==> src/rtl/mc_core.sv <==
// rtl/mc_core.sv - multicycle MIPS core with wait-state memory handshake
// Optional bne decode is enabled by defining MC_CORE_BNE_EN.
module mc_core #(
   parameter logic [31:0] RESET_PC = 32'h0000_0000,
   parameter int          REGS     = 32
) (
   input  logic        clk,
   input  logic        reset,
   output logic        mem_req,
   output logic        mem_we,
   output logic [31:0] mem_adr,
   output logic [31:0] mem_wdata,
   input  logic [31:0] mem_rdata,
   input  logic        mem_ready,
   output logic [31:0] pc,
   output logic [31:0] instr,
   output logic [3:0]  state,
   output logic        halted
);
   localparam int AW = $clog2(REGS);

   localparam logic [5:0] OP_RTYPE = 6'h00;
   localparam logic [5:0] OP_J     = 6'h02;
   localparam logic [5:0] OP_BEQ   = 6'h04;
   localparam logic [5:0] OP_BNE   = 6'h05;
   localparam logic [5:0] OP_ADDI  = 6'h08;
   localparam logic [5:0] OP_LW    = 6'h23;
   localparam logic [5:0] OP_SW    = 6'h2B;

   typedef enum logic [3:0] {
      FETCH   = 4'd0,
      DECODE  = 4'd1,
      MEMADR  = 4'd2,
      MEMRD   = 4'd3,
      MEMWB   = 4'd4,
      MEMWR   = 4'd5,
      RTYPEEX = 4'd6,
      RTYPEWB = 4'd7,
      BEQEX   = 4'd8,
      ADDIEX  = 4'd9,
      ADDIWB  = 4'd10,
      JEX     = 4'd11,
      HALT    = 4'd12,
      BNEEX   = 4'd13
   } state_t;

   state_t state_q, state_d;

   logic [31:0] pc_q, ir_q, a_q, b_q, aluout_q, data_q;
   logic [31:0] signimm, alu_y, rd_a, rd_b, rf_wd;
   logic [5:0]  opcode, funct;
   logic [AW-1:0] rs, rt, rd, rf_wa;
   logic        funct_ok, rf_we;
   logic [31:0] rf [REGS];

   assign opcode  = ir_q[31:26];
   assign funct   = ir_q[5:0];
   assign rs      = ir_q[21 +: AW];
   assign rt      = ir_q[16 +: AW];
   assign rd      = ir_q[11 +: AW];
   assign signimm = {{16{ir_q[15]}}, ir_q[15:0]};

   assign rd_a = (rs == '0) ? 32'd0 : rf[rs];
   assign rd_b = (rt == '0) ? 32'd0 : rf[rt];

   // Register file is deliberately left unreset; writes to r0 are dropped.
   always_ff @(posedge clk) begin
      if (rf_we && !reset && rf_wa != '0)
         rf[rf_wa] <= rf_wd;
   end

   always_comb begin
      alu_y    = 32'd0;
      funct_ok = 1'b1;
      case (funct)
         6'h20:   alu_y = a_q + b_q;
         6'h22:   alu_y = a_q - b_q;
         6'h24:   alu_y = a_q & b_q;
         6'h25:   alu_y = a_q | b_q;
         6'h2A:   alu_y = {31'd0, $signed(a_q) < $signed(b_q)};
         default: funct_ok = 1'b0;
      endcase
   end

   always_ff @(posedge clk or posedge reset) begin
      if (reset)
         state_q <= FETCH;
      else
         state_q <= state_d;
   end

   always_comb begin
      state_d = state_q;
      mem_req = 1'b0;
      mem_we  = 1'b0;
      mem_adr = aluout_q;
      rf_we   = 1'b0;
      rf_wa   = rt;
      rf_wd   = aluout_q;
      case (state_q)
         FETCH: begin
            mem_req = !reset;
            mem_adr = pc_q;
            if (mem_ready) state_d = DECODE;
         end
         DECODE: begin
            case (opcode)
               OP_LW, OP_SW: state_d = MEMADR;
               OP_RTYPE:     state_d = RTYPEEX;
               OP_BEQ:       state_d = BEQEX;
               OP_ADDI:      state_d = ADDIEX;
               OP_J:         state_d = JEX;
`ifdef MC_CORE_BNE_EN
               OP_BNE:       state_d = BNEEX;
`endif
               default:      state_d = HALT;
            endcase
         end
         MEMADR:  state_d = (opcode == OP_SW) ? MEMWR : MEMRD;
         MEMRD: begin
            mem_req = !reset;
            if (mem_ready) state_d = MEMWB;
         end
         MEMWB: begin
            rf_we   = 1'b1;
            rf_wd   = data_q;
            state_d = FETCH;
         end
         MEMWR: begin
            mem_req = !reset;
            mem_we  = 1'b1;
            if (mem_ready) state_d = FETCH;
         end
         RTYPEEX: state_d = funct_ok ? RTYPEWB : HALT;
         RTYPEWB: begin
            rf_we   = 1'b1;
            rf_wa   = rd;
            state_d = FETCH;
         end
         BEQEX:   state_d = FETCH;
         ADDIEX:  state_d = ADDIWB;
         ADDIWB: begin
            rf_we   = 1'b1;
            state_d = FETCH;
         end
         JEX:     state_d = FETCH;
`ifdef MC_CORE_BNE_EN
         BNEEX:   state_d = FETCH;
`endif
         default: state_d = HALT;
      endcase
   end

   // DECODE precomputes the branch target so BEQEX/BNEEX only choose it.
   always_ff @(posedge clk or posedge reset) begin
      if (reset) begin
         pc_q     <= RESET_PC;
         ir_q     <= 32'd0;
         a_q      <= 32'd0;
         b_q      <= 32'd0;
         aluout_q <= 32'd0;
         data_q   <= 32'd0;
      end else begin
         case (state_q)
            FETCH: begin
               if (mem_ready) begin
                  ir_q <= mem_rdata;
                  pc_q <= pc_q + 32'd4;
               end
            end
            DECODE: begin
               a_q      <= rd_a;
               b_q      <= rd_b;
               aluout_q <= pc_q + {signimm[29:0], 2'b00};
            end
            MEMADR, ADDIEX: aluout_q <= a_q + signimm;
            MEMRD:   if (mem_ready) data_q <= mem_rdata;
            RTYPEEX: if (funct_ok) aluout_q <= alu_y;
            BEQEX:   if (a_q == b_q) pc_q <= aluout_q;
`ifdef MC_CORE_BNE_EN
            BNEEX:   if (a_q != b_q) pc_q <= aluout_q;
`endif
            JEX:     pc_q <= {pc_q[31:28], ir_q[25:0], 2'b00};
            default: ;
         endcase
      end
   end

   assign mem_wdata = b_q;
   assign pc        = pc_q;
   assign instr     = ir_q;
   assign state     = state_q;
   assign halted    = (state_q == HALT);
endmodule

==> config.mk <==
export PLATFORM = sky130hd
export DESIGN_NAME = mc_core
export DESIGN_NICKNAME = d
export VERILOG_FILES = /design/src/rtl/mc_core.sv
export SDC_FILE = /design/constraint.sdc
export NUM_CORES = 2
export LEC_CHECK = 0
export ABC_AREA = 0
export ABC_CLOCK_PERIOD_IN_PS = 8200
export CORE_ASPECT_RATIO = 1.25
export CORE_UTILIZATION = 45
export CTS_CLUSTER_DIAMETER = 150
export DETAILED_ROUTE_END_ITERATION = 10
export HOLD_SLACK_MARGIN = 0.06
export PLACE_DENSITY = 0.7
export SLEW_MARGIN = 20
export SYNTH_ARGS = -nofsm -noshare
export SYNTH_HDL_FRONTEND = slang
export SYNTH_SLANG_ARGS = --single-unit
==> constraint.sdc <==
create_clock -name clk -period 8.2 [get_ports clk]
set_input_delay 0.82 -clock clk [delete_from_list [all_inputs] [get_ports clk]]
set_output_delay 0.82 -clock clk [all_outputs]
set_load 0.01 [all_outputs]
==> flow_metrics.env <==
export IMPL_grt_pass1_wl_mm=290.7
export IMPL_insertion_delay_ps=750
export IMPL_switchingPower_mw=13.43
export IMPL_hp_class="flop to flop"
export IMPL_peakVddDrop_uv=260.9
export IMPL_clk_pin_slew_ps=70
export IMPL_die_x_um=339.5
export IMPL_avgSynthCellArea_um2=16.21
export IMPL_final_setup_viol_count=0
export IMPL_first_iter_violations=4807
export IMPL_ioPinCount=170
export IMPL_yosysSeqAreaShare=0.5565
export IMPL_period_needed_ps=4903
export IMPL_cts_made_buffers=111
export IMPL_track_usage=0.2809
export IMPL_syn_area_mm2=0.06407
export IMPL_p_leak_nw=24.13
export IMPL_ctsResizeCount=0
export IMPL_fillCellCount=11454
export IMPL_num_vias=40691
export IMPL_power_density_mw_per_mm2=444.2
export IMPL_fin_crit_sh=0.5980
export IMPL_swShare=0.4209
export IMPL_synth_edf_count=1024
export IMPL_initial_utilization=0.4542
export IMPL_yosys_top_cells_area="edfxtp_1 48%, mux4_2 22%, dfrtp_1 7.7%, ha_1 3.3%, mux2_2 2.2%"
export IMPL_drc=0
export IMPL_tightestPinTransition_ps=1148
export IMPL_clock_fmax_mhz=203.9
export IMPL_clkPwrFrac=0.168
export IMPL_portBuffers=169
export IMPL_worstPathMaxFanout=22
export IMPL_nets=4290
export IMPL_fin_setup_tns_ps=0
export IMPL_cts_tree="yes"
export IMPL_path_class="flop to flop"
export IMPL_required_ps=8610
export IMPL_root_buffer="clkbuf_16"
export IMPL_grt_antenna_before_repair=4
export IMPL_detail_route_wl_per_cell_um=33.48
export IMPL_coreArea_mm2=0.1410
export IMPL_slew_limit_headroom=0.2289
export IMPL_synth_cell_types=104
export IMPL_grt_ovfl_total=0
export IMPL_rows=154
export IMPL_clkSinkCount=1220
export IMPL_synthCells=3952
export IMPL_place_congestion=0.9972
export IMPL_rsz0062_at_grt="false"
export IMPL_post_drt_via_cell_ratio=6.726
export IMPL_critPathArrivalTime_ps=5320
export IMPL_start_kind="flop"
export IMPL_netlist_area_leader_share=0.4799
export IMPL_die_height_um=423.9
export IMPL_post_cts_buffers=0
export IMPL_syn_to_final_growth_pct=12.17
export IMPL_max_clock_path_buffers=3
export IMPL_ant_nets=0
export IMPL_synthArstFlopShare=0.1607
export IMPL_synthTopCellsByCount="1,024 x edfxtp_1, 640 x mux4_2, 196 x dfrtp_1"
export IMPL_cts_hold_buffers=0
export IMPL_wl_mm=202.5
export IMPL_ys_warn_count=0
export IMPL_dp_hpwl_mm=134.0
export IMPL_grt_pass1_vias=41045
export IMPL_pwr_share_comb=0.524
export IMPL_p_int_mw=18.49
export IMPL_stdcell_count=6050
export IMPL_skew_ps=43.49
export IMPL_yosysTopAreaCell="edfxtp_1"
export IMPL_die_area_mm2=0.1439
export IMPL_htreeDepth=3
export IMPL_grt_max_degree=116
export IMPL_cap_violations=0
export IMPL_synth_most_common_cell="edfxtp_1"
export IMPL_hold_viol=0
export IMPL_dp_cells=5842
export IMPL_ys_flop_type="edfxtp_1"
export IMPL_ys_ff_latch=1220
export IMPL_final_max_slew_viol_count=0
export IMPL_outcome="completed"
export IMPL_pwr_share_seq=0.308
export IMPL_firstDrtPassIters=8
export IMPL_drive_gt1_frac=0.2736
export IMPL_worstSetupEndpointType="flop"
==> area by class of cell <==
type / count / area, µm² / area share
antenna: 4 / 10.01 / 0.0001393
clock buffer: 131 / 2917 / 0.04058
clock inverter: 73 / 744.5 / 0.01036
inverter: 120 / 457.9 / 0.006372
multi-input combinational: 2371 / 27250 / 0.3792
sequential: 1220 / 35690 / 0.4966
tap: 1872 / 2342 / 0.03259
timing repair buffer: 259 / 2450 / 0.03409
==> power by group through the flow <==
stage	registers, mW	logic, mW	clock network (mW)
4_1_cts	9.81	16.5	5.41
6_report	9.84	16.7	5.36
3_5_place_dp	9.94	16.5	0
3_3_place_gp	9.90	16.4	0
5_1_grt	9.92	17.6	5.63
2_1_floorplan	9.12	11.3	0
==> flip-flops by register name, indices dropped and copies added (netlist names) <==
| register | count |
|---|---|
| mem_wdata | 32 |
| data_q | 32 |
| pc | 32 |
| state | 4 |
| aluout_q | 32 |
| a_q | 32 |
| rf | 1024 |
| instr | 32 |
==> kinds of logic (layout without fill, tap and decap cells) <==
kind of cell | after synthesis | after routing | synth area share
AO/OA/AOI/OAI | 703 | 703 | 0.07292
XOR/XNOR | 84 | 84 | 0.01160
adder cells (fa/ha/maj) | 172 | 172 | 0.03406
buffers and inverters | 392 | 583 | 0.02525
flip-flops | 1220 | 1220 | 0.5565
multiplexers | 840 | 840 | 0.2587
other | 1 | 36 | 0.00005853
AND/OR/NAND/NOR | 540 | 540 | 0.04089
==> metal layers <==
layer | track usage | wire (µm) | vias up | share of wire
li1 | - | - | 16525 | -
met1 | 0.3338 | 68810 | 21141 | 0.34
met2 | 0.4786 | 101600 | 2467 | 0.50
met3 | 0.04718 | 18030 | 558 | 0.089
met4 | 0.1697 | 14110 | 0 | 0.070
met5 | 0 | 0 | - | 0
==> per-stage QoR <==
stage / hold slack [ps] / power (mW) / worst slack (ps) / cell area, µm² / util
2_1_floorplan: 473.6 / 20.43 / 2039 / 64190 / -
3_3_place_gp: 481.6 / 26.26 / 3630 / 68150 / 0.4832
3_5_place_dp: 491.1 / 26.41 / 3416 / 68190 / 0.4835
4_1_cts: 506.0 / 31.73 / 3317 / 71850 / 0.5094
5_1_grt: 511.0 / 33.13 / 3108 / 71860 / 0.5095
6_report: 506.6 / 31.92 / 3297 / 71860 / 0.5095
==> final timing paths <==
path	startpoint	slack, ps	end	cells after the start
worst max-delay path	state[1]	3300	rf[16][29]	9
worst min-delay path	data_q[0]	510	data_q[0]	1
worst max register to register	state[1]	3300	rf[16][29]	9
worst min register to register	data_q[0]	510	data_q[0]	1
max in group asynchronous	reset	6410	data_q[14]	3
min in group asynchronous	reset	620	pc[29]	2
==> worst max-delay path, cell delays in order (launching register included) <==
cell     delay [ps]
dfrtp_1         840
nor2b_1         340
nand3_1         710
a31oi_2         440
buf_4           300
o21ai_0         200
nor2_1          220
nand2_1         270
nor2_4          770
buf_4           440
==> cells in the final DEF, fill, tap and decap left out, types with 72 or more instances in the layout <==
master           count
ha_1               168
buf_4               84
nor2_1             160
edfxtp_1          1024
nand2_1            112
clkbuf_16          114
mux2i_1             72
clkdlybuf4s50_1    169
mux2_2             128
inv_1              117
dfrtp_1            184
mux4_2             640
a21oi_1            174
o22ai_1             89
o21ai_0            106
Power figures use the tool's default switching activity.
